$ cat config.mk
export PLATFORM = sky130hd
export DESIGN_NAME = spmv_kernel_dispatcher
export DESIGN_NICKNAME = d
export VERILOG_FILES = /design/src/rtl/spmv_kernel_dispatcher.sv
export SDC_FILE = /design/constraint.sdc
export NUM_CORES = 1
export LEC_CHECK = 0
export ABC_AREA = 1
export CAP_MARGIN = 40
export CORE_AREA = 2 2 228 230
export CTS_BUF_LIST = sky130_fd_sc_hd__clkbuf_16
export DETAILED_ROUTE_END_ITERATION = 12
export DIE_AREA = 0 0 230 232
export GPL_ROUTABILITY_DRIVEN = 0
export PLACE_DENSITY = 0.77
export SETUP_SLACK_MARGIN = 0.1
export SKIP_LAST_GASP = 1
export SLEW_MARGIN = 10
export SYNTH_ARGS = -nofsm -noshare
export SYNTH_HDL_FRONTEND = slang
export SYNTH_SLANG_ARGS = --single-unit
$ cat constraint.sdc
create_clock -name aclk -period 3.35 [get_ports aclk]
set_input_delay 0.67 -clock aclk [delete_from_list [all_inputs] [get_ports aclk]]
set_output_delay 0.67 -clock aclk [all_outputs]
set_load 0.02 [all_outputs]
$ cat src/rtl/spmv_kernel_dispatcher.sv
// spmv_kernel_dispatcher: per-kernel SpMV job sequencing with round-robin launch arbitration
module spmv_kernel_dispatcher #(
    parameter int          CONF_NUM_KERNEL = 4,
    parameter logic [31:0] TIMEOUT_CYCLES  = 32'h00FF_FFFF,
    parameter int          CNT_W           = 24
) (
    input  logic                                 aclk,
    input  logic                                 aresetn,
    input  logic [96*CONF_NUM_KERNEL-1:0]        config_wire,
    output logic                                 job_valid,
    input  logic                                 job_ready,
    output logic [$clog2(CONF_NUM_KERNEL)-1:0]   job_kernel,
    output logic [31:0]                          job_row_num,
    output logic [31:0]                          job_nnz_num,
    input  logic [CONF_NUM_KERNEL-1:0]           kernel_done,
    output logic [32*CONF_NUM_KERNEL-1:0]        status,
    output logic                                 irq
);
    localparam int N  = CONF_NUM_KERNEL;
    localparam int KW = $clog2(CONF_NUM_KERNEL);

    typedef enum logic [2:0] {IDLE, PENDING, RUNNING, DONE, ERROR} state_t;

    state_t           st       [N];
    state_t           st_nxt   [N];
    logic [31:0]      cfg_row  [N];
    logic [31:0]      cfg_nnz  [N];
    logic [31:0]      snap_row [N];
    logic [31:0]      snap_nnz [N];
    logic [CNT_W-1:0] cnt      [N];
    logic [CNT_W-1:0] cnt_inc  [N];
    logic [N-1:0]     start_q, start_edge, clear, timeout, enter_end;
    logic [N-1:0]     err_cfg, err_to, spurious;
    logic [30*N-1:0]  unused_ctrl;
    logic [KW-1:0]    ptr, sel, idx;
    logic             found, handshake;

    assign handshake = job_valid & job_ready;

    // Decode the config bus into per-kernel fields and derive per-cycle events
    always_comb begin
        for (int i = 0; i < N; i++) begin
            cfg_row[i]               = config_wire[96*i+32 +: 32];
            cfg_nnz[i]               = config_wire[96*i+64 +: 32];
            start_edge[i]            = config_wire[96*i] & ~start_q[i];
            clear[i]                 = config_wire[96*i+1];
            unused_ctrl[30*i +: 30]  = config_wire[96*i+2 +: 30];
            cnt_inc[i]               = (&cnt[i]) ? cnt[i] : cnt[i] + 1'b1;
            timeout[i]               = 32'(cnt_inc[i]) >= TIMEOUT_CYCLES;
        end
    end

    // Per-kernel next state; the launch handshake is the only way into RUNNING
    always_comb begin
        for (int i = 0; i < N; i++) begin
            st_nxt[i] = st[i];
            case (st[i])
                IDLE:    if (start_edge[i]) st_nxt[i] = (cfg_row[i] == '0 || cfg_nnz[i] == '0) ? ERROR : PENDING;
                PENDING: if (handshake && job_kernel == KW'(i)) st_nxt[i] = RUNNING;
                RUNNING: st_nxt[i] = kernel_done[i] ? DONE : timeout[i] ? ERROR : RUNNING;
                default: if (clear[i]) st_nxt[i] = IDLE;
            endcase
            enter_end[i] = (st_nxt[i] != st[i]) && (st_nxt[i] == DONE || st_nxt[i] == ERROR);
        end
    end

    // Pick the first PENDING kernel at or after the round-robin pointer
    always_comb begin
        found = 1'b0;
        sel   = ptr;
        idx   = ptr;
        for (int k = 0; k < N; k++) begin
            idx = KW'((32'(ptr) + 32'(k)) % N);
            if (!found && st[idx] == PENDING) begin
                found = 1'b1;
                sel   = idx;
            end
        end
    end

    // Kernel state, job snapshots, run counters and sticky flags; clear wipes the sticky set
    always_ff @(posedge aclk or negedge aresetn) begin
        if (!aresetn) begin
            for (int i = 0; i < N; i++) begin
                st[i]       <= IDLE;
                snap_row[i] <= '0;
                snap_nnz[i] <= '0;
                cnt[i]      <= '0;
            end
            start_q  <= '0;
            err_cfg  <= '0;
            err_to   <= '0;
            spurious <= '0;
        end else begin
            for (int i = 0; i < N; i++) begin
                st[i]      <= st_nxt[i];
                start_q[i] <= config_wire[96*i];
                if (st[i] == IDLE && st_nxt[i] == PENDING) begin
                    snap_row[i] <= cfg_row[i];
                    snap_nnz[i] <= cfg_nnz[i];
                end
                if (st[i] == RUNNING) cnt[i] <= cnt_inc[i];
                if (st[i] == IDLE && st_nxt[i] == ERROR) err_cfg[i] <= 1'b1;
                if (st[i] == RUNNING && st_nxt[i] == ERROR) err_to[i] <= 1'b1;
                if (kernel_done[i] && st[i] != RUNNING) spurious[i] <= 1'b1;
                if (st[i] != IDLE && st_nxt[i] == IDLE) begin
                    cnt[i]      <= '0;
                    err_cfg[i]  <= 1'b0;
                    err_to[i]   <= 1'b0;
                    spurious[i] <= 1'b0;
                end
            end
        end
    end

    // Launch port holds one job until accepted; irq flags any DONE/ERROR entry
    always_ff @(posedge aclk or negedge aresetn) begin
        if (!aresetn) begin
            job_valid   <= 1'b0;
            job_kernel  <= '0;
            job_row_num <= '0;
            job_nnz_num <= '0;
            ptr         <= '0;
            irq         <= 1'b0;
        end else begin
            irq <= |enter_end;
            if (handshake) begin
                job_valid <= 1'b0;
                ptr       <= (job_kernel == KW'(N - 1)) ? '0 : job_kernel + 1'b1;
            end else if (!job_valid && found) begin
                job_valid   <= 1'b1;
                job_kernel  <= sel;
                job_row_num <= snap_row[sel];
                job_nnz_num <= snap_nnz[sel];
            end
        end
    end

    // Pack status words: state one-hot, sticky flags, then the run counter
    always_comb begin
        status = '0;
        for (int i = 0; i < N; i++) begin
            status[32*i +: 32] = {24'(cnt[i]), 1'b0, spurious[i], err_to[i], err_cfg[i],
                                  st[i] == ERROR, st[i] == DONE, st[i] == RUNNING, st[i] == PENDING};
        end
    end
endmodule
==> report_table.html, run 1 <==
<table>
<tr><th>Metric</th><th>Value</th></tr>
<tr><th colspan="2">Run status</th></tr>
<tr><td>Status</td><td>complete, no violations</td></tr>
<tr><th colspan="2">Timing</th></tr>
<tr><td>Max-slew violation count</td><td>0</td></tr>
<tr><td>Min Clock Period, post-route</td><td>3020 ps</td></tr>
<tr><td>Final critical-path setup slack</td><td>329 ps</td></tr>
<tr><td>Post-route clock period utilization</td><td>0.902</td></tr>
<tr><td>Max-slew headroom at the worst pin</td><td>0.534</td></tr>
<tr><td>Setup violation total in the final timing report</td><td>0</td></tr>
<tr><td>Worst Clk Skew</td><td>28.1 ps</td></tr>
<tr><td>Final-layout worst hold slack</td><td>36.6 ps</td></tr>
<tr><td>Achievable Freq</td><td>331 MHz</td></tr>
<tr><td>Hold violation count in the final report</td><td>0</td></tr>
<tr><td>Setup repair after global routing missed its margin</td><td>true</td></tr>
<tr><td>Post-route setup TNS</td><td>0 ps</td></tr>
<tr><td>Transition time of the tightest slew-check pin</td><td>698 ps</td></tr>
<tr><th colspan="2">CTS</th></tr>
<tr><td>Buffers from clock root to sink, at most</td><td>3</td></tr>
<tr><td>Hold_buf cts</td><td>0</td></tr>
<tr><td>Worst skew pair latency</td><td>600 ps</td></tr>
<tr><td># Post-CTS Setup Buffers</td><td>0</td></tr>
<tr><td>Clock Sinks</td><td>450</td></tr>
<tr><td>CTS-repair resized insts</td><td>0</td></tr>
<tr><td>Root buffer cell</td><td>sky130_fd_sc_hd__clkbuf_16</td></tr>
<tr><td>Cts bufs inserted</td><td>51</td></tr>
<tr><td>Number of H-tree levels</td><td>2</td></tr>
<tr><td>TritonCTS clock tree</td><td>yes</td></tr>
<tr><td>Clock Pin Slew Worst Setup and Hold Paths</td><td>60 ps</td></tr>
<tr><th colspan="2">Synth</th></tr>
<tr><td>Mapped cell area</td><td>24300 sq um</td></tr>
<tr><td>Most used standard cell by instance count after synthesis</td><td>sky130_fd_sc_hd__nand2_1</td></tr>
<tr><td>Dominant cells by area after synthesis</td><td>sky130_fd_sc_hd__dfrtp_1 46%, sky130_fd_sc_hd__nand2_1 20%, sky130_fd_sc_hd__o21ai_0 5.7%</td></tr>
<tr><td>List of most frequent post-synthesis cells</td><td>1270 x sky130_fd_sc_hd__nand2_1, 450 x sky130_fd_sc_hd__dfrtp_1, 293 x sky130_fd_sc_hd__nor2_1</td></tr>
<tr><td>FF+latch count, synth</td><td>450</td></tr>
<tr><td>Number of enable-type register cells in the synthesized netlist</td><td>0</td></tr>
<tr><td>Sequential fraction of the synthesis area</td><td>0.464</td></tr>
<tr><td>Synth unique cells</td><td>49</td></tr>
<tr><td>Most common flop cell mapped by yosys</td><td>sky130_fd_sc_hd__dfrtp_1</td></tr>
<tr><td>Fraction of post-synthesis cell area in the top cell type by area</td><td>0.464</td></tr>
<tr><td>Synth Area per Inst</td><td>7.28 sq um</td></tr>
<tr><td>Number of instances in the synthesized netlist</td><td>3333</td></tr>
<tr><td>Async set-reset flop share out of synthesis</td><td>1.00</td></tr>
<tr><td>Cell type contributing the most total cell area after synthesis</td><td>sky130_fd_sc_hd__dfrtp_1</td></tr>
<tr><td>Synth warnings</td><td>0</td></tr>
<tr><th colspan="2">Setup path</th></tr>
<tr><td>Startpoint of the lowest-slack register-to-register path</td><td>status[41]</td></tr>
<tr><td>Crit path required time</td><td>3820 ps</td></tr>
<tr><td>Slack of the worst reg-to-reg path</td><td>330 ps</td></tr>
<tr><td>Arrival @ worst endpoint</td><td>3490 ps</td></tr>
<tr><td>Reg2Reg Depth</td><td>18</td></tr>
<tr><td>Startpoint class of the critical path</td><td>register</td></tr>
<tr><td>End of the worst register-to-register path</td><td>status[42]</td></tr>
<tr><td>Largest fanout of any net on the critical path</td><td>23</td></tr>
<tr><td>Beginning of the critical path</td><td>status[41]</td></tr>
<tr><td>Crit path to</td><td>status[42]</td></tr>
<tr><td>Worst setup path class</td><td>reg -&gt; reg</td></tr>
<tr><td>Worst setup EP type</td><td>register</td></tr>
<tr><th colspan="2">Pwr</th></tr>
<tr><td>Static leakage power</td><td>14.5 nW</td></tr>
<tr><td>Switching Share</td><td>0.451</td></tr>
<tr><td>Clock network fraction of design power</td><td>0.182</td></tr>
<tr><td>Max IR drop VDD</td><td>0.000920 V</td></tr>
<tr><td>Relative contribution of combinational cells to total power</td><td>0.514</td></tr>
<tr><td>Total net switching power</td><td>13.6 mW</td></tr>
<tr><td>Total internal power</td><td>16.5 mW</td></tr>
<tr><td>Fraction of power consumed by sequential logic</td><td>0.304</td></tr>
<tr><td>Power per cell area</td><td>951 nW/um^2</td></tr>
<tr><th colspan="2">Finish</th></tr>
<tr><td>Filler cell count</td><td>4515</td></tr>
<tr><td>Share of post-route cells with drive strength above 1</td><td>0.0648</td></tr>
<tr><td>Area of all sequential standard cells</td><td>11300 sq um</td></tr>
<tr><td>Post-layout nets</td><td>4186</td></tr>
<tr><td>Footprint of the multi-input gates</td><td>11300 sq um</td></tr>
<tr><td>Syn-to-layout area delta</td><td>30.4%</td></tr>
<tr><th colspan="2">Detailed routing</th></tr>
<tr><td>Routed WL per cell</td><td>17.7 microns</td></tr>
<tr><td>Wirelength, routed</td><td>80200 microns</td></tr>
<tr><td>TritonRoute pass-1 iters</td><td>5</td></tr>
<tr><td>Antenna-violating nets left</td><td>0</td></tr>
<tr><td>Total via count in the routed design</td><td>24132</td></tr>
<tr><td>DRC errors left</td><td>0</td></tr>
<tr><td>DRC violation total after the first TritonRoute iteration</td><td>2320</td></tr>
<tr><td>Routed via count divided by cell count</td><td>5.34</td></tr>
<tr><th colspan="2">Global routing</th></tr>
<tr><td>Wire length of the first global-routing pass</td><td>125000 microns</td></tr>
<tr><td>Pin count of the biggest net entering global routing</td><td>99</td></tr>
<tr><td>GR Overflow Total</td><td>0</td></tr>
<tr><td>Combined global-route utilization of all metal layers</td><td>0.297</td></tr>
<tr><td>Antenna violations before repair</td><td>16</td></tr>
<tr><td>Number of global-route vias before repair</td><td>22888</td></tr>
<tr><th colspan="2">Place</th></tr>
<tr><td>Number of buffers inserted by port buffering</td><td>462</td></tr>
<tr><td>Placement Setup Slack</td><td>7.88 ps</td></tr>
<tr><td>DP Wirelength</td><td>59000 microns</td></tr>
<tr><th colspan="2">Die</th></tr>
<tr><td>Die height</td><td>232 microns</td></tr>
<tr><td>Area inside the core boundary</td><td>50900 sq um</td></tr>
<tr><td>Row count</td><td>83</td></tr>
<tr><td>Horizontal die dimension</td><td>230 microns</td></tr>
<tr><td>Total die area</td><td>53400 sq um</td></tr>
<tr><td>Number of primary I/O pins</td><td>587</td></tr>
<tr><td>Effective utilization at floorplan</td><td>0.477</td></tr>
<tr><th colspan="2">Job</th></tr>
<tr><td>Number of maximum-capacitance constraint violations</td><td>0</td></tr>
<tr><th colspan="2">Min path</th></tr>
<tr><td>Worst min-delay path class</td><td>in -&gt; async</td></tr>
</table>
area by class of cell:
class,instances,share of cell area
Tap cell,680,0.0269
Clock buffer,51,0.0403
Sequential cell,450,0.356
Multi-Input combinational cell,2452,0.357
Antenna cell,12,0.000949
Clock inverter,43,0.0106
Timing Repair Buffer,540,0.174
Inverter,292,0.0347
power groups by stage:
stage / logic, mW / registers [mW] / clock network, mW
5_1_grt: 17.1 / 9.42 / 5.78
2_1_floorplan: 9.06 / 9.61 / 0
3_3_place_gp: 15.0 / 9.12 / 0
6_report: 15.5 / 9.16 / 5.48
3_5_place_dp: 15.3 / 9.17 / 0
4_1_cts: 15.4 / 9.11 / 5.55
logic make-up (layout without fill, tap and decap cells):
kind of cell / Yosys count / in the layout / synth area share
flip-flops: 450 / 450 / 0.464
other: 1 / 16 / 0.000154
AND/OR/NAND/NOR: 1892 / 1893 / 0.326
buffers and inverters: 435 / 926 / 0.0750
AO/OA/AOI/OAI: 512 / 512 / 0.118
XOR/XNOR: 35 / 35 / 0.0126
adder cells (fa/ha/maj): 8 / 8 / 0.00412
sequential cells by signal, summed over array words and instances, names as in the netlist:
| name | flops |
|---|---|
| status | 96 |
| spurious | 4 |
| err_cfg | 4 |
| snap_nnz | 128 |
| irq | 1 |
| snap_row | 128 |
| st | 12 |
| job_nnz_num | 32 |
| job_valid | 1 |
| job_row_num | 32 |
| start_q | 4 |
| job_kernel | 2 |
| err_to | 4 |
| ptr | 2 |
placed cells by master, fill, tap and decap left out, types with 51 or more instances in the layout:
master / netlist / final
sky130_fd_sc_hd__clkbuf_16: 0 / 51
sky130_fd_sc_hd__nand2_1: 1270 / 1270
sky130_fd_sc_hd__o21ai_0: 276 / 276
sky130_fd_sc_hd__nor2_1: 293 / 292
sky130_fd_sc_hd__o211ai_1: 63 / 63
sky130_fd_sc_hd__nand3_1: 132 / 130
sky130_fd_sc_hd__a21oi_1: 117 / 117
sky130_fd_sc_hd__dfrtp_1: 450 / 447
sky130_fd_sc_hd__inv_1: 283 / 296
sky130_fd_sc_hd__clkdlybuf4s50_1: 0 / 461
sky130_fd_sc_hd__buf_4: 12 / 57
sky130_fd_sc_hd__nand4_1: 52 / 52
critical path: stages, from the launching register on:
cell and delay, ps:
sky130_fd_sc_hd__dfrtp_1 460, sky130_fd_sc_hd__ha_1 250, sky130_fd_sc_hd__inv_1 80, sky130_fd_sc_hd__nor2_4 160, sky130_fd_sc_hd__nand2_4 110, sky130_fd_sc_hd__nor2_4 150, sky130_fd_sc_hd__nand2_4 170, sky130_fd_sc_hd__nand2_1 180
sky130_fd_sc_hd__nand2_1 70, sky130_fd_sc_hd__nor2_2 160, sky130_fd_sc_hd__nand3_1 140, sky130_fd_sc_hd__nor2_2 130, sky130_fd_sc_hd__nand2_1 70, sky130_fd_sc_hd__nand2_1 100, sky130_fd_sc_hd__nand4_2 160, sky130_fd_sc_hd__nor2_4 250
sky130_fd_sc_hd__nor2_4 130, sky130_fd_sc_hd__nand2_1 90, sky130_fd_sc_hd__nand2_1 50
worst min path at each step:
stage,from,endpoint,slack [ps],depth (start not counted)
after detailed placement,snap_row[5],snap_row[5],460,2
after global routing,aresetn,job_nnz_num[13],70,1
after floorplan,aresetn,err_cfg[0],370,0
after CTS,aresetn,job_nnz_num[13],60,1
final,aresetn,snap_nnz[14],40,1
after global placement,snap_nnz[20],snap_nnz[20],460,2
per-layer routing:
| metal | track usage | share of wire | vias to the layer above |
|---|---|---|---|
| met5 | 0 | 0 | - |
| met4 | 0.141 | 0.049 | 0 |
| met3 | 0.0420 | 0.076 | 198 |
| met2 | 0.474 | 0.46 | 1056 |
| met1 | 0.402 | 0.42 | 11281 |
| li1 | - | - | 11597 |
per-stage QoR:
stage               utilization  cell area, sq um  total power [mW]  cells
global route              0.622             31700              32.3   4518
floorplan                     -             24300              18.7   3336
finish                    0.622             31700              30.1   4520
global placement          0.588             29900              24.1   4411
detailed placement        0.589             30000              24.5   4413
CTS                       0.621             31600              30.1   4507
Note: power is estimated with default switching activity, not from simulation.
==> run 2, diff against run 1 <==
CORE_AREA = 2 2 209 252   (was 2 2 228 230)
CTS_CLUSTER_DIAMETER = 120   (was unset)
DIE_AREA = 0 0 211 254   (was 0 0 230 232)
SKIP_CTS_REPAIR_TIMING = 1   (was unset)
==> report_table.html, run 2 (synthesis results as in run 1) <==
<table>
<tr><th>Metric</th><th>Value</th></tr>
<tr><th colspan="2">Run status</th></tr>
<tr><td>Status</td><td>complete, no violations</td></tr>
<tr><th colspan="2">CTS</th></tr>
<tr><td>TritonCTS clock tree</td><td>yes</td></tr>
<tr><td>Worst skew pair latency</td><td>590 ps</td></tr>
<tr><td>Clock Sinks</td><td>450</td></tr>
<tr><td>Number of H-tree levels</td><td>2</td></tr>
<tr><td>Root buffer cell</td><td>sky130_fd_sc_hd__clkbuf_16</td></tr>
<tr><td>Buffers from clock root to sink, at most</td><td>3</td></tr>
<tr><td>Cts bufs inserted</td><td>48</td></tr>
<tr><td>Clock Pin Slew Worst Setup and Hold Paths</td><td>60 ps</td></tr>
<tr><th colspan="2">Global routing</th></tr>
<tr><td>Combined global-route utilization of all metal layers</td><td>0.305</td></tr>
<tr><td>GR Overflow Total</td><td>0</td></tr>
<tr><td>Met2 layer usage reported by global route</td><td>0.483</td></tr>
<tr><td>Met3 demand-to-capacity share in global routing</td><td>0.0712</td></tr>
<tr><td>Pin count of the biggest net entering global routing</td><td>111</td></tr>
<tr><td>Wire length of the first global-routing pass</td><td>127000 microns</td></tr>
<tr><td>Antenna violations before repair</td><td>20</td></tr>
<tr><td>Grt peak-use layer</td><td>met2</td></tr>
<tr><td>GR Util met1</td><td>0.405</td></tr>
<tr><td>Number of global-route vias before repair</td><td>22883</td></tr>
<tr><th colspan="2">Timing</th></tr>
<tr><td>Min Clock Period, post-route</td><td>3120 ps</td></tr>
<tr><td>Post-route setup TNS</td><td>0 ps</td></tr>
<tr><td>Final-layout worst hold slack</td><td>142 ps</td></tr>
<tr><td>Setup violation total in the final timing report</td><td>0</td></tr>
<tr><td>Setup repair after global routing missed its margin</td><td>true</td></tr>
<tr><td>Worst Clk Skew</td><td>19.7 ps</td></tr>
<tr><td>Hold violation count in the final report</td><td>0</td></tr>
<tr><td>Max-slew headroom at the worst pin</td><td>0.468</td></tr>
<tr><td>Max-slew violation count</td><td>0</td></tr>
<tr><td>Post-route clock period utilization</td><td>0.932</td></tr>
<tr><td>Transition time of the tightest slew-check pin</td><td>798 ps</td></tr>
<tr><td>Achievable Freq</td><td>320 MHz</td></tr>
<tr><th colspan="2">Detailed routing</th></tr>
<tr><td>TritonRoute pass-1 iters</td><td>6</td></tr>
<tr><td>Total via count in the routed design</td><td>24173</td></tr>
<tr><td>DRC violation total after the first TritonRoute iteration</td><td>2280</td></tr>
<tr><td>Routed WL per cell</td><td>18.5 microns</td></tr>
<tr><td>Wirelength, routed</td><td>83300 microns</td></tr>
<tr><td>Antenna-violating nets left</td><td>0</td></tr>
<tr><td>Routed via count divided by cell count</td><td>5.37</td></tr>
<tr><td>DRC errors left</td><td>0</td></tr>
<tr><th colspan="2">Pwr</th></tr>
<tr><td>Relative contribution of combinational cells to total power</td><td>0.539</td></tr>
<tr><td>Switching Share</td><td>0.466</td></tr>
<tr><td>Max IR drop VDD</td><td>0.000629 V</td></tr>
<tr><td>Power per cell area</td><td>978 nW/um^2</td></tr>
<tr><td>Total power consumption of the routed design</td><td>30.9 mW</td></tr>
<tr><td>Fraction of power consumed by sequential logic</td><td>0.296</td></tr>
<tr><td>Total net switching power</td><td>14.4 mW</td></tr>
<tr><td>Clock network fraction of design power</td><td>0.166</td></tr>
<tr><td>Static leakage power</td><td>14.5 nW</td></tr>
<tr><td>Total internal power</td><td>16.5 mW</td></tr>
<tr><th colspan="2">Finish</th></tr>
<tr><td>Post-layout nets</td><td>4205</td></tr>
<tr><td>Filler cell count</td><td>4441</td></tr>
<tr><td>Share of post-route cells with drive strength above 1</td><td>0.0706</td></tr>
<tr><td>Syn-to-layout area delta</td><td>30.3%</td></tr>
<tr><td>Count of placed standard cells in the final layout, fillers left out</td><td>4503</td></tr>
<tr><td>Leading cell types in the layout, fill and taps excluded</td><td>1269 x sky130_fd_sc_hd__nand2_1, 461 x sky130_fd_sc_hd__clkdlybuf4s50_1, 446 x sky130_fd_sc_hd__dfrtp_1, 293 x sky130_fd_sc_hd__inv_1, 291 x sky130_fd_sc_hd__nor2_1</td></tr>
<tr><td>Area of all sequential standard cells</td><td>11300 sq um</td></tr>
<tr><td>Footprint of the multi-input gates</td><td>11300 sq um</td></tr>
<tr><td>Commonest non-fill, non-tap cell in the layout</td><td>sky130_fd_sc_hd__nand2_1</td></tr>
<tr><th colspan="2">Min path</th></tr>
<tr><td>Worst min-delay path class</td><td>in -&gt; async</td></tr>
<tr><th colspan="2">Setup path</th></tr>
<tr><td>Arrival @ worst endpoint</td><td>3570 ps</td></tr>
<tr><td>Worst setup path class</td><td>reg -&gt; reg</td></tr>
<tr><td>Slack of the worst reg-to-reg path</td><td>230 ps</td></tr>
<tr><td>Cell-by-cell trace of the critical path</td><td>inv_2, nand2_1, nor2_1, o21ai_1, inv_1, o21ai_1, inv_1, nor2_1, nand3_2, clkinv_1, nand2_1, nand2_4, buf_6, o21ai_0, a21oi_1, a21oi_1</td></tr>
<tr><td>Reg2Reg Depth</td><td>16</td></tr>
<tr><td>Worst setup EP type</td><td>register</td></tr>
<tr><td>CP max-delay cell</td><td>sky130_fd_sc_hd__dfrtp_1</td></tr>
<tr><td>Largest fanout of any net on the critical path</td><td>41</td></tr>
<tr><td>Crit path required time</td><td>3800 ps</td></tr>
<tr><td>Startpoint class of the critical path</td><td>register</td></tr>
<tr><td>Crit path largest cell delay</td><td>430 ps</td></tr>
<tr><th colspan="2">Place</th></tr>
<tr><td># placed instances</td><td>4399</td></tr>
<tr><td>DP Wirelength</td><td>62500 microns</td></tr>
<tr><td>Number of buffers inserted by port buffering</td><td>462</td></tr>
<tr><th colspan="2">Job</th></tr>
<tr><td>Number of maximum-capacitance constraint violations</td><td>0</td></tr>
<tr><th colspan="2">Die</th></tr>
<tr><td>Row count</td><td>91</td></tr>
<tr><td>Area inside the core boundary</td><td>51100 sq um</td></tr>
<tr><td>Horizontal die dimension</td><td>211 microns</td></tr>
<tr><td>Die height</td><td>254 microns</td></tr>
<tr><td>Number of primary I/O pins</td><td>587</td></tr>
<tr><td>Effective utilization at floorplan</td><td>0.475</td></tr>
<tr><td>Total die area</td><td>53600 sq um</td></tr>
</table>
-- run 2: cell types whose count changed in the layout (fill, tap and decap cells not counted), sizes merged --
cell,before,now
diode,12,14
clkinv,22,16
clkbuf,51,48
clkinvlp,2,3
o21ai,301,302
bufinv,5,4
inv,306,303
nor2,331,330
buf,79,101
-- run 2: cell type report --
type                            count  share of cell area
Tap cell                          651              0.0258
Inverter                          292              0.0348
Antenna cell                       14             0.00111
Multi-Input combinational cell   2452               0.358
Timing Repair Buffer              562               0.177
Sequential cell                   450               0.356
Clock inverter                     34             0.00867
Clock buffer                       48              0.0380
-- run 2: metrics by stage --
step	utilization	setup WS, ps	cell area [sq um]
2_1_floorplan	-	598	24300
3_3_place_gp	0.586	48.0	30000
3_5_place_dp	0.586	6.07	30000
4_1_cts	0.615	174	31500
5_1_grt	0.618	86.6	31600
6_report	0.619	226	31600
-- run 2: layer usage --
layer	vias to the layer above	wire (microns)
li1	11627	-
met1	11350	35100
met2	992	38100
met3	188	6850
met4	16	3220
met5	-	94
-- run 2: critical path, delay by kind of cell (launching register included) --
| kind | cells | cell delay [ps] |
|---|---|---|
| compound gates | 5 | 1030 |
| simple gates | 6 | 890 |
| buf+inv | 5 | 620 |
| flops | 1 | 430 |
-- run 2: power by group through the flow --
stage                     Clock (mW)  Sequential (mW)  Combinational, mW
after global routing            5.44             9.38               18.2
after floorplan                    0             9.61               9.06
after CTS                       5.24             9.08               16.1
after global placement             0             9.07               15.7
final                           5.13             9.14               16.7
after detailed placement           0             9.13               16.0
-- run 2: final timing paths --
| kind | from | endpoint |
|---|---|---|
| min in group aclk | snap_nnz[27] | snap_nnz[27] |
| max in group asynchronous | aresetn | status[105] |
| worst max register to register | st[1] | job_row_num[8] |
| worst min register to register | snap_nnz[27] | snap_nnz[27] |
| worst max-delay path | st[1] | job_row_num[8] |
| worst min-delay path | aresetn | st[2] |
==> run 3, diff against run 2 <==
GPL_TIMING_DRIVEN = 0   (was unset)
HOLD_SLACK_MARGIN = 0.08   (was unset)
==> report_table.html, run 3 (synthesis results as in run 1) <==
<table>
<tr><th>Metric</th><th>Value</th></tr>
<tr><th colspan="2">Timing</th></tr>
<tr><td>Max-slew headroom at the worst pin</td><td>0.464</td></tr>
<tr><td>Max-slew violation count</td><td>0</td></tr>
<tr><td>Achievable Freq</td><td>296 MHz</td></tr>
<tr><td>Final critical-path setup slack</td><td>-32.3 ps</td></tr>
<tr><td>Setup repair after global routing missed its margin</td><td>true</td></tr>
<tr><td>Worst Clk Skew</td><td>22.9 ps</td></tr>
<tr><td>Post-route clock period utilization</td><td>1.01</td></tr>
<tr><td>Min Clock Period, post-route</td><td>3380 ps</td></tr>
<tr><td>Setup violation total in the final timing report</td><td>1</td></tr>
<tr><td>Final-layout worst hold slack</td><td>473 ps</td></tr>
<tr><td>Hold violation count in the final report</td><td>0</td></tr>
<tr><td>Transition time of the tightest slew-check pin</td><td>805 ps</td></tr>
<tr><th colspan="2">Setup path</th></tr>
<tr><td>Beginning of the critical path</td><td>st[2]</td></tr>
<tr><td>Worst setup path class</td><td>reg -&gt; out</td></tr>
<tr><td>Crit path required time</td><td>2680 ps</td></tr>
<tr><td>Arrival @ worst endpoint</td><td>2710 ps</td></tr>
<tr><td>Largest fanout of any net on the critical path</td><td>10</td></tr>
<tr><td>Startpoint class of the critical path</td><td>register</td></tr>
<tr><td>Worst setup EP type</td><td>output port</td></tr>
<tr><td>Startpoint of the lowest-slack register-to-register path</td><td>st[1]</td></tr>
<tr><th colspan="2">Detailed routing</th></tr>
<tr><td>Routed WL per cell</td><td>19.4 microns</td></tr>
<tr><td>TritonRoute pass-1 iters</td><td>6</td></tr>
<tr><td>Routed via count divided by cell count</td><td>5.43</td></tr>
<tr><td>Wirelength, routed</td><td>88400 microns</td></tr>
<tr><td>DRC errors left</td><td>0</td></tr>
<tr><td>Antenna-violating nets left</td><td>0</td></tr>
<tr><td>Total via count in the routed design</td><td>24766</td></tr>
<tr><td>DRC violation total after the first TritonRoute iteration</td><td>2151</td></tr>
<tr><th colspan="2">Min path</th></tr>
<tr><td>Hold Path Origin</td><td>snap_row[5]</td></tr>
<tr><td>Worst min-delay path class</td><td>reg -&gt; reg</td></tr>
<tr><th colspan="2">Global routing</th></tr>
<tr><td>Met3 demand-to-capacity share in global routing</td><td>0.0856</td></tr>
<tr><td>GR Overflow Total</td><td>0</td></tr>
<tr><td>Number of global-route vias before repair</td><td>23466</td></tr>
<tr><td>Pin count of the biggest net entering global routing</td><td>108</td></tr>
<tr><td>Combined global-route utilization of all metal layers</td><td>0.326</td></tr>
<tr><td>Wire length of the first global-routing pass</td><td>133000 microns</td></tr>
<tr><td>Met2 layer usage reported by global route</td><td>0.512</td></tr>
<tr><td>Antenna violations before repair</td><td>25</td></tr>
<tr><td>Grt peak-use layer</td><td>met2</td></tr>
<tr><td>GR Util met1</td><td>0.419</td></tr>
<tr><th colspan="2">CTS</th></tr>
<tr><td>Root buffer cell</td><td>sky130_fd_sc_hd__clkbuf_16</td></tr>
<tr><td>Number of H-tree levels</td><td>2</td></tr>
<tr><td>Buffers from clock root to sink, at most</td><td>3</td></tr>
<tr><td>Cts bufs inserted</td><td>49</td></tr>
<tr><td>Worst skew pair latency</td><td>610 ps</td></tr>
<tr><td>Clock Sinks</td><td>450</td></tr>
<tr><td>Clock Pin Slew Worst Setup and Hold Paths</td><td>60 ps</td></tr>
<tr><td>TritonCTS clock tree</td><td>yes</td></tr>
<tr><th colspan="2">Run status</th></tr>
<tr><td>Violations in the final reports</td><td>negative setup slack</td></tr>
<tr><td>Status</td><td>finished, violations left</td></tr>
<tr><th colspan="2">Job</th></tr>
<tr><td>Number of maximum-capacitance constraint violations</td><td>0</td></tr>
<tr><th colspan="2">Finish</th></tr>
<tr><td>Post-layout nets</td><td>4265</td></tr>
<tr><td>Share of post-route cells with drive strength above 1</td><td>0.0682</td></tr>
<tr><td>Syn-to-layout area delta</td><td>30.8%</td></tr>
<tr><td>Filler cell count</td><td>4524</td></tr>
<tr><td>Leading cell types in the layout, fill and taps excluded</td><td>1270 x sky130_fd_sc_hd__nand2_1, 460 x sky130_fd_sc_hd__clkdlybuf4s50_1, 440 x sky130_fd_sc_hd__dfrtp_1, 291 x sky130_fd_sc_hd__nor2_1, 288 x sky130_fd_sc_hd__inv_1</td></tr>
<tr><td>Commonest non-fill, non-tap cell in the layout</td><td>sky130_fd_sc_hd__nand2_1</td></tr>
<tr><th colspan="2">Place</th></tr>
<tr><td>DP Wirelength</td><td>69000 microns</td></tr>
<tr><td>Number of buffers inserted by port buffering</td><td>462</td></tr>
<tr><td>Placement Setup Slack</td><td>-501 ps</td></tr>
<tr><th colspan="2">Die</th></tr>
<tr><td>Total die area</td><td>53600 sq um</td></tr>
<tr><td>Number of primary I/O pins</td><td>587</td></tr>
<tr><td>Row count</td><td>91</td></tr>
<tr><td>Die height</td><td>254 microns</td></tr>
<tr><td>Horizontal die dimension</td><td>211 microns</td></tr>
<tr><td>Effective utilization at floorplan</td><td>0.475</td></tr>
<tr><td>Area inside the core boundary</td><td>51100 sq um</td></tr>
<tr><th colspan="2">Pwr</th></tr>
<tr><td>Static leakage power</td><td>14.5 nW</td></tr>
<tr><td>Power per cell area</td><td>996 nW/um^2</td></tr>
<tr><td>Max IR drop VDD</td><td>0.000488 V</td></tr>
</table>
## run 3: cell count changes in the layout (fill, tap and decap cells not counted), sizes merged
cell | before | now
diode | 14 | 13
inv | 303 | 295
dlygate4sd3 | 0 | 1
buf | 101 | 67
clkdlybuf4s50 | 461 | 460
o21ai | 302 | 301
bufinv | 4 | 8
dlymetal6s2s | 0 | 1
clkinvlp | 3 | 2
clkbuf | 48 | 143
clkinv | 16 | 23
## run 3: final timing paths
| path | slack (ps) | depth (start not counted) | to |
|---|---|---|---|
| max | -30 | 4 | status[97] |
| min | 470 | 2 | snap_row[5] |
| max reg2reg | 210 | 18 | job_nnz_num[29] |
| min reg2reg | 470 | 2 | snap_row[5] |
| max in group asynchronous | 1460 | 4 | snap_row[112] |
| min in group asynchronous | 530 | 2 | status[51] |
## run 3: final cells by class
| class | instances | area (sq um) | area share |
|---|---|---|---|
| inverter | 292 | 1100 | 0.0347 |
| buffer | 141 | 746 | 0.0235 |
| clock buffer | 50 | 1250 | 0.0394 |
| tap | 651 | 815 | 0.0256 |
| antenna | 13 | 32.5 | 0.00102 |
| clock inverter | 36 | 393 | 0.0124 |
| sequential | 450 | 11300 | 0.355 |
| multi-input combinational | 2451 | 11300 | 0.356 |
| timing repair buffer | 481 | 4860 | 0.153 |
## run 3: per-layer routing
layer | vias to the layer above | share of wire
li1 | 11747 | -
met5 | - | 0.0017
met1 | 11621 | 0.40
met4 | 22 | 0.051
met3 | 250 | 0.092
met2 | 1126 | 0.45
## run 3: critical path: stages, from the launching register on
cell,delay (ps)
sky130_fd_sc_hd__dfrtp_1,480
sky130_fd_sc_hd__nor3_2,390
sky130_fd_sc_hd__clkbuf_2,300
sky130_fd_sc_hd__clkbuf_2,290
sky130_fd_sc_hd__clkdlybuf4s50_1,650
## run 3: through the flow
stage | instances | cell area (sq um) | power [mW] | utilization | setup TNS (ps)
final | 4565 | 31800 | 31.6 | 0.621 | -32.3
after global routing | 4561 | 31800 | 33.6 | 0.621 | -227
after CTS | 4539 | 31500 | 31.1 | 0.616 | -2640
after detailed placement | 4453 | 29800 | 25.3 | 0.584 | -64470
after global placement | 4449 | 29700 | 25.1 | 0.581 | -8389400
after floorplan | 3336 | 24300 | 18.7 | - | 0
## run 3: report_power, final
part,switching (mW),internal (mW)
clock network,2.33,3.32
registers,1.42,7.77
logic,11.1,5.67
total,14.9,16.8
